===== src/rtl/mem_responder.sv =====
// Word-organised memory responder with valid/ready request and response channels,
// programmable wait states, byte-enable writes and misaligned/out-of-range error flagging.
module mem_responder #(
    parameter int DEPTH       = 128,
    parameter int AW          = 7,
    parameter int WAIT_CYCLES = 1
) (
    input  logic        clk,
    input  logic        rst,
    input  logic        req_valid_i,
    output logic        req_ready_o,
    input  logic        req_we_i,
    input  logic [31:0] req_addr_i,
    input  logic [31:0] req_wdata_i,
    input  logic [3:0]  req_be_i,
    output logic        rsp_valid_o,
    input  logic        rsp_ready_i,
    output logic [31:0] rsp_rdata_o,
    output logic        rsp_err_o
);

    localparam logic [1:0] ST_IDLE = 2'd0;
    localparam logic [1:0] ST_WAIT = 2'd1;
    localparam logic [1:0] ST_RESP = 2'd2;

    localparam logic [3:0] WAIT_INIT = (WAIT_CYCLES > 0) ? 4'(WAIT_CYCLES - 1) : 4'd0;

    logic [31:0] mem [DEPTH];

    logic [1:0]    state_q, state_d;
    logic [3:0]    cnt_q, cnt_d;
    logic [31:0]   rdata_q, rdata_d;
    logic          rsp_err_q, rsp_err_d;

    logic          we_q;
    logic [AW-1:0] idx_q;
    logic [31:0]   wdata_q;
    logic [3:0]    be_q;
    logic          err_q;

    logic          accept;
    logic          req_err;
    logic          access;
    logic          acc_we;
    logic          acc_err;
    logic [AW-1:0] acc_idx;
    logic [31:0]   acc_wdata;
    logic [3:0]    acc_be;

    assign req_ready_o = (state_q == ST_IDLE) && !rst;
    assign accept      = req_valid_i && req_ready_o;
    assign req_err     = (req_addr_i[1:0] != 2'b00) ||
                         ({2'b00, req_addr_i[31:2]} >= 32'(DEPTH));

    // With zero wait states the access happens on the accept edge, so use the live request.
    always_comb begin
        acc_we    = we_q;
        acc_err   = err_q;
        acc_idx   = idx_q;
        acc_wdata = wdata_q;
        acc_be    = be_q;
        if (state_q == ST_IDLE) begin
            acc_we    = req_we_i;
            acc_err   = req_err;
            acc_idx   = req_addr_i[AW+1:2];
            acc_wdata = req_wdata_i;
            acc_be    = req_be_i;
        end
    end

    assign access = (accept && (WAIT_CYCLES == 0)) ||
                    ((state_q == ST_WAIT) && (cnt_q == 4'd0) && !rst);

    always_comb begin
        state_d   = state_q;
        cnt_d     = cnt_q;
        rdata_d   = rdata_q;
        rsp_err_d = rsp_err_q;
        case (state_q)
            ST_IDLE: begin
                if (accept) begin
                    if (WAIT_CYCLES > 0) begin
                        state_d = ST_WAIT;
                        cnt_d   = WAIT_INIT;
                    end else begin
                        state_d = ST_RESP;
                    end
                end
            end
            ST_WAIT: begin
                if (cnt_q == 4'd0) begin
                    state_d = ST_RESP;
                end else begin
                    cnt_d = cnt_q - 4'd1;
                end
            end
            ST_RESP: begin
                if (rsp_ready_i) begin
                    state_d = ST_IDLE;
                end
            end
            default: state_d = ST_IDLE;
        endcase
        if (access) begin
            rdata_d   = acc_err ? 32'd0 : mem[acc_idx];
            rsp_err_d = acc_err;
        end
    end

    always_ff @(posedge clk) begin
        if (rst) begin
            state_q   <= ST_IDLE;
            cnt_q     <= 4'd0;
            rdata_q   <= 32'd0;
            rsp_err_q <= 1'b0;
        end else begin
            state_q   <= state_d;
            cnt_q     <= cnt_d;
            rdata_q   <= rdata_d;
            rsp_err_q <= rsp_err_d;
        end
    end

    always_ff @(posedge clk) begin
        if (accept) begin
            we_q    <= req_we_i;
            idx_q   <= req_addr_i[AW+1:2];
            wdata_q <= req_wdata_i;
            be_q    <= req_be_i;
            err_q   <= req_err;
        end
    end

    // Memory is deliberately left out of reset so its contents survive rst.
    always_ff @(posedge clk) begin
        if (access && acc_we && !acc_err) begin
            for (int b = 0; b < 4; b++) begin
                if (acc_be[b]) begin
                    mem[acc_idx][8*b +: 8] <= acc_wdata[8*b +: 8];
                end
            end
        end
    end

    assign rsp_valid_o = (state_q == ST_RESP);
    assign rsp_rdata_o = rdata_q;
    assign rsp_err_o   = rsp_err_q;

endmodule

===== config.mk =====
export PLATFORM = sky130hd
export DESIGN_NAME = mem_responder
export DESIGN_NICKNAME = d
export VERILOG_FILES = /design/src/rtl/mem_responder.sv
export SDC_FILE = /design/constraint.sdc
export NUM_CORES = 2
export LEC_CHECK = 0
export ABC_CLOCK_PERIOD_IN_PS = 11700
export CORE_MARGIN = 2
export CORE_UTILIZATION = 30
export DETAILED_ROUTE_END_ITERATION = 7
export PLACE_DENSITY_LB_ADDON = 0.08
export SYNTH_ARGS = -nofsm -noshare
export SYNTH_HDL_FRONTEND = slang
export SYNTH_SLANG_ARGS = --single-unit

===== constraint.sdc =====
create_clock -name clk -period 11.7 [get_ports clk]
set_clock_uncertainty 0.1 [all_clocks]
set_input_delay 2.34 -clock clk [delete_from_list [all_inputs] [get_ports clk]]
set_output_delay 2.34 -clock clk [all_outputs]
set_load 0.05 [all_outputs]

==> results.py <==
metrics = {
    "placed_design": {
        "portBuffers": 107,
        "place_congestion": 0.8036,
        "placement.setup.worst_slack_ps": 3610,
        "dp_hpwl_mm": 344.9,
        "place_area_sq_um": 166300,
    },
    "route": {
        "routed_wire_length_per_instance_um": 31.31,
        "detail_route.vias_per_cell": 5.349,
        "remaining_drc_errors": 0,
        "number_of_detailed_route_iterations_in_the_first_pass": 6,
        "detail-route-antenna-nets": 0,
        "postRouteWirelength_mm": 547.7,
        "initial_drc_count": 10092,
        "dr_total_vias": 93591,
    },
    "yosys": {
        "yosysSeqAreaShare_pct": 79.86,
        "yosysWarningCount": 0,
        "synth_top_flop_cell": "sky130_fd_sc_hd__edfxtp_1",
        "synthesis.instances": 10084,
        "synth_top_cell_area_share_pct": 79.36,
        "syn_nets": 10159,
        "synth_enable_flop_cells": 4141,
        "synth.top_cells.by_area": "sky130_fd_sc_hd__edfxtp_1 (79%), sky130_fd_sc_hd__o22ai_1 (6.1%), sky130_fd_sc_hd__nand2_1 (2.6%), sky130_fd_sc_hd__nor3_1 (2.5%), sky130_fd_sc_hd__nor2_1 (1.5%)",
        "ys_ff_latch": 4180,
        "synthDominantAreaCellType": "sky130_fd_sc_hd__edfxtp_1",
        "syn_area_per_cell_sq_um": 15.54,
        "mappedNetlistArea_sq_um": 156700,
        "asyncSetResetFlopFracSynth_pct": 0,
        "synthDistinctLibCells": 59,
    },
    "worst_setup_path": {
        "cp_data_required_time_ps": 12540,
        "kind_of_capture_point_of_the_worst_setup_path": "flop",
        "critical_path.startpoint_type": "input port",
        "timing.critical_path.arrival_ps": 7950,
        "timing_worst_setup_path_type": "in -> reg",
        "cp_max_fo": 103,
    },
    "timing": {
        "slew_viol_final": 2,
        "totalNegativeSetupSlack_ps": 0,
        "timing.max_slew.rel_slack_pct": -1.182,
        "final.min_clock_period_ps": 7112,
        "layout_setup_ws_ps": 4588,
        "finalHoldWorstSlack_ps": 375.9,
        "setup_viol_count_final": 0,
        "tightest_slew_ps": 1502,
        "finalHoldViolCount": 0,
        "rsz_0062_raised_after_global_routing": "false",
        "period_share_pct": 60.79,
        "maxClockFrequency_ghz": 0.1406,
    },
    "flow_run": {
        "cap_viol_max_count": 1,
    },
    "pwr": {
        "leakagePower_nw": 54.61,
        "design_power_total_mw": 34.16,
        "power_density_nw_per_um2": 189.0,
        "ir_worst_vdd_mv": 0.1390,
    },
    "final_layout": {
        "seq_area_sq_um": 125100,
        "multiInputGateArea_sq_um": 29190,
        "fin_area_sq_um": 180800,
        "drive_gt1_share_pct": 9.376,
        "num-fill-cells": 49835,
        "flow.area_growth_from_synthesis_pct": 15.37,
        "nNetsFinal": 10232,
    },
    "clock_network": {
        "ctsHtreeMaxLevel": 5,
        "tritoncts_num_sinks": 4180,
        "tritoncts_clock_tree": "yes",
        "clkSlewWorstSetupHoldPaths_ps": 60,
        "cts.hold.buffers_added": 0,
        "post_cts_gate_resize_count": 0,
        "clock_latency_ps": 1020,
        "clock_path_buffers": 4,
        "clk_root_buffer_cell": "sky130_fd_sc_hd__clkbuf_16",
        "post_cts.repair.setup_buffers": 0,
        "clock_buffer_count_from_cts": 458,
    },
    "grt": {
        "number_of_antenna_violations_at_the_first_check_in_global_routing": 39,
        "grt_pass1_vias": 92293,
        "grt_pass1_wl_mm": 755.9,
        "grt_max_degree": 134,
        "gr-total-overflow": 0,
        "total_global_route_track_usage_pct": 20.07,
    },
    "floorplanning": {
        "initial_utilization_pct": 30.10,
        "core_area_sq_um": 520600,
        "row_count": 265,
        "dieArea_sq_um": 528100,
        "boundaryPins": 108,
        "dieWidth_um": 726.7,
        "die_height_um": 726.7,
    },
    "min_path": {
        "worstHoldPathType": "reg -> reg",
    },
    "outcome": {
        "status": "finished, violations left",
        "failed_checks": "capacitance limit, slew limit",
    },
}
[state kept, by name (all words and copies together), names as in the netlist]
signal / count
mem: 4096
rsp_rdata_o: 32
wdata_q: 32
idx_q: 7
be_q: 4
cnt_q: 4
state_q: 2
err_q: 1
rsp_err_o: 1
we_q: 1
[where the power goes]
| part | switching [mW] | internal (mW) |
|---|---|---|
| clock network | 6.00 | 8.08 |
| registers | 0.0419 | 16.9 |
| logic | 2.48 | 0.692 |
[cells in the final DEF, fill, tap and decap left out, types with 16 or more instances in the layout]
cell type / count
sky130_fd_sc_hd__a211oi_1: 30
sky130_fd_sc_hd__a21oi_1: 22
sky130_fd_sc_hd__a31oi_1: 131
sky130_fd_sc_hd__a32oi_1: 128
sky130_fd_sc_hd__buf_12: 26
sky130_fd_sc_hd__buf_4: 221
sky130_fd_sc_hd__bufinv_16: 33
sky130_fd_sc_hd__clkbuf_1: 115
sky130_fd_sc_hd__clkbuf_16: 466
sky130_fd_sc_hd__clkdlybuf4s50_1: 107
sky130_fd_sc_hd__clkinv_1: 103
sky130_fd_sc_hd__clkinv_2: 82
sky130_fd_sc_hd__dfxtp_1: 39
sky130_fd_sc_hd__diode_2: 17
sky130_fd_sc_hd__edfxtp_1: 4141
sky130_fd_sc_hd__mux2i_1: 128
sky130_fd_sc_hd__nand2_1: 1033
sky130_fd_sc_hd__nand2_4: 37
sky130_fd_sc_hd__nand3_1: 273
sky130_fd_sc_hd__nor2_1: 605
sky130_fd_sc_hd__nor3_1: 765
sky130_fd_sc_hd__nor4_1: 27
sky130_fd_sc_hd__o21a_1: 18
sky130_fd_sc_hd__o21ai_1: 16
sky130_fd_sc_hd__o221ai_1: 65
sky130_fd_sc_hd__o22ai_1: 1520
sky130_fd_sc_hd__o311ai_0: 36
sky130_fd_sc_hd__o31ai_1: 26
sky130_fd_sc_hd__o41ai_1: 42
sky130_fd_sc_hd__o41ai_2: 26
sky130_fd_sc_hd__or3_1: 45
[path summary, 6_finish.rpt]
path,startpoint,to,slack (ps),cells after the start
max,req_addr_i[2],rsp_rdata_o[28]$_SDFFE_PP0P_,4590,11
min,rsp_rdata_o[0]$_SDFFE_PP0P_,rsp_rdata_o[0]$_SDFFE_PP0P_,380,1
max reg2reg,state_q[1]$_SDFFE_PP0P_,rsp_rdata_o[28]$_SDFFE_PP0P_,5370,11
min reg2reg,rsp_rdata_o[0]$_SDFFE_PP0P_,rsp_rdata_o[0]$_SDFFE_PP0P_,380,1
[cells in the mapped netlist, types with 10 or more instances]
master                      count
sky130_fd_sc_hd__o41ai_1       72
sky130_fd_sc_hd__nand3_1      273
sky130_fd_sc_hd__a31oi_1      134
sky130_fd_sc_hd__o22ai_1     1520
sky130_fd_sc_hd__a32o_1        15
sky130_fd_sc_hd__nor2b_1       11
sky130_fd_sc_hd__mux2i_1      131
sky130_fd_sc_hd__o21ai_1       17
sky130_fd_sc_hd__or3_1         45
sky130_fd_sc_hd__and3_1        15
sky130_fd_sc_hd__o31ai_1       28
sky130_fd_sc_hd__a32oi_1      129
sky130_fd_sc_hd__a21oi_1       22
sky130_fd_sc_hd__dfxtp_1       39
sky130_fd_sc_hd__buf_2        241
sky130_fd_sc_hd__edfxtp_1    4141
sky130_fd_sc_hd__buf_4         10
sky130_fd_sc_hd__a211oi_1      31
sky130_fd_sc_hd__nor2_1       616
sky130_fd_sc_hd__o21a_1        19
sky130_fd_sc_hd__buf_6         12
sky130_fd_sc_hd__o311ai_0      36
sky130_fd_sc_hd__o2111ai_1     12
sky130_fd_sc_hd__buf_1         77
sky130_fd_sc_hd__nand2b_1      13
sky130_fd_sc_hd__o221ai_1      65
sky130_fd_sc_hd__nor3_1       768
sky130_fd_sc_hd__o311a_1       11
sky130_fd_sc_hd__clkbuf_1     402
sky130_fd_sc_hd__nand2_1     1071
sky130_fd_sc_hd__nor4_1        27
sky130_fd_sc_hd__o21ai_0       11
[layout make-up]
type,count,area share (%)
diodes,17,0.02353
clock buffers,594,6.789
clock inverters,246,1.200
inverters,6,0.01246
multi-input cells,5156,16.15
flip-flops and latches,4180,69.22
well taps,6942,4.805
repair buffers,355,1.801
[metal layers]
metal / track usage [%] / vias to the layer above / share of wire, %
met4: 4.366 / 8 / 2.3
met5: 0 / - / 0.0088
met2: 31.10 / 3141 / 45
met1: 29.65 / 49332 / 46
met3: 3.208 / 588 / 6.5
li1: - / 40522 / -
[worst max-delay path: stages]
cell	delay, ps
sky130_fd_sc_hd__clkdlybuf4s50_1	620
sky130_fd_sc_hd__mux2i_4	910
sky130_fd_sc_hd__buf_12	400
sky130_fd_sc_hd__buf_12	410
sky130_fd_sc_hd__buf_4	780
sky130_fd_sc_hd__nand2_1	120
sky130_fd_sc_hd__nand3_1	200
sky130_fd_sc_hd__a31oi_1	210
sky130_fd_sc_hd__o41ai_1	980
sky130_fd_sc_hd__buf_4	270
sky130_fd_sc_hd__a32o_1	150
[kinds of logic after synthesis]
| kind of cell | Yosys count | share of synthesized area (%) |
|---|---|---|
| buffers and inverters | 748 | 2.066 |
| and+or+nand+nor | 2871 | 7.952 |
| AOI/OAI and AO/OA | 2141 | 9.175 |
| adders and majority gates | 2 | 0.01597 |
| DFF | 4180 | 79.86 |
| muxes | 139 | 0.9112 |
| xor gates and xnor gates | 3 | 0.01677 |
[through the flow]
step / util, % / instances
CTS: 34.72 / 17479
finish: 34.73 / 17496
global placement: 31.94 / 16636
detailed placement: 31.94 / 16639
floorplan: - / 10084
global route: 34.72 / 17481
(Power assumes the default switching activity.)
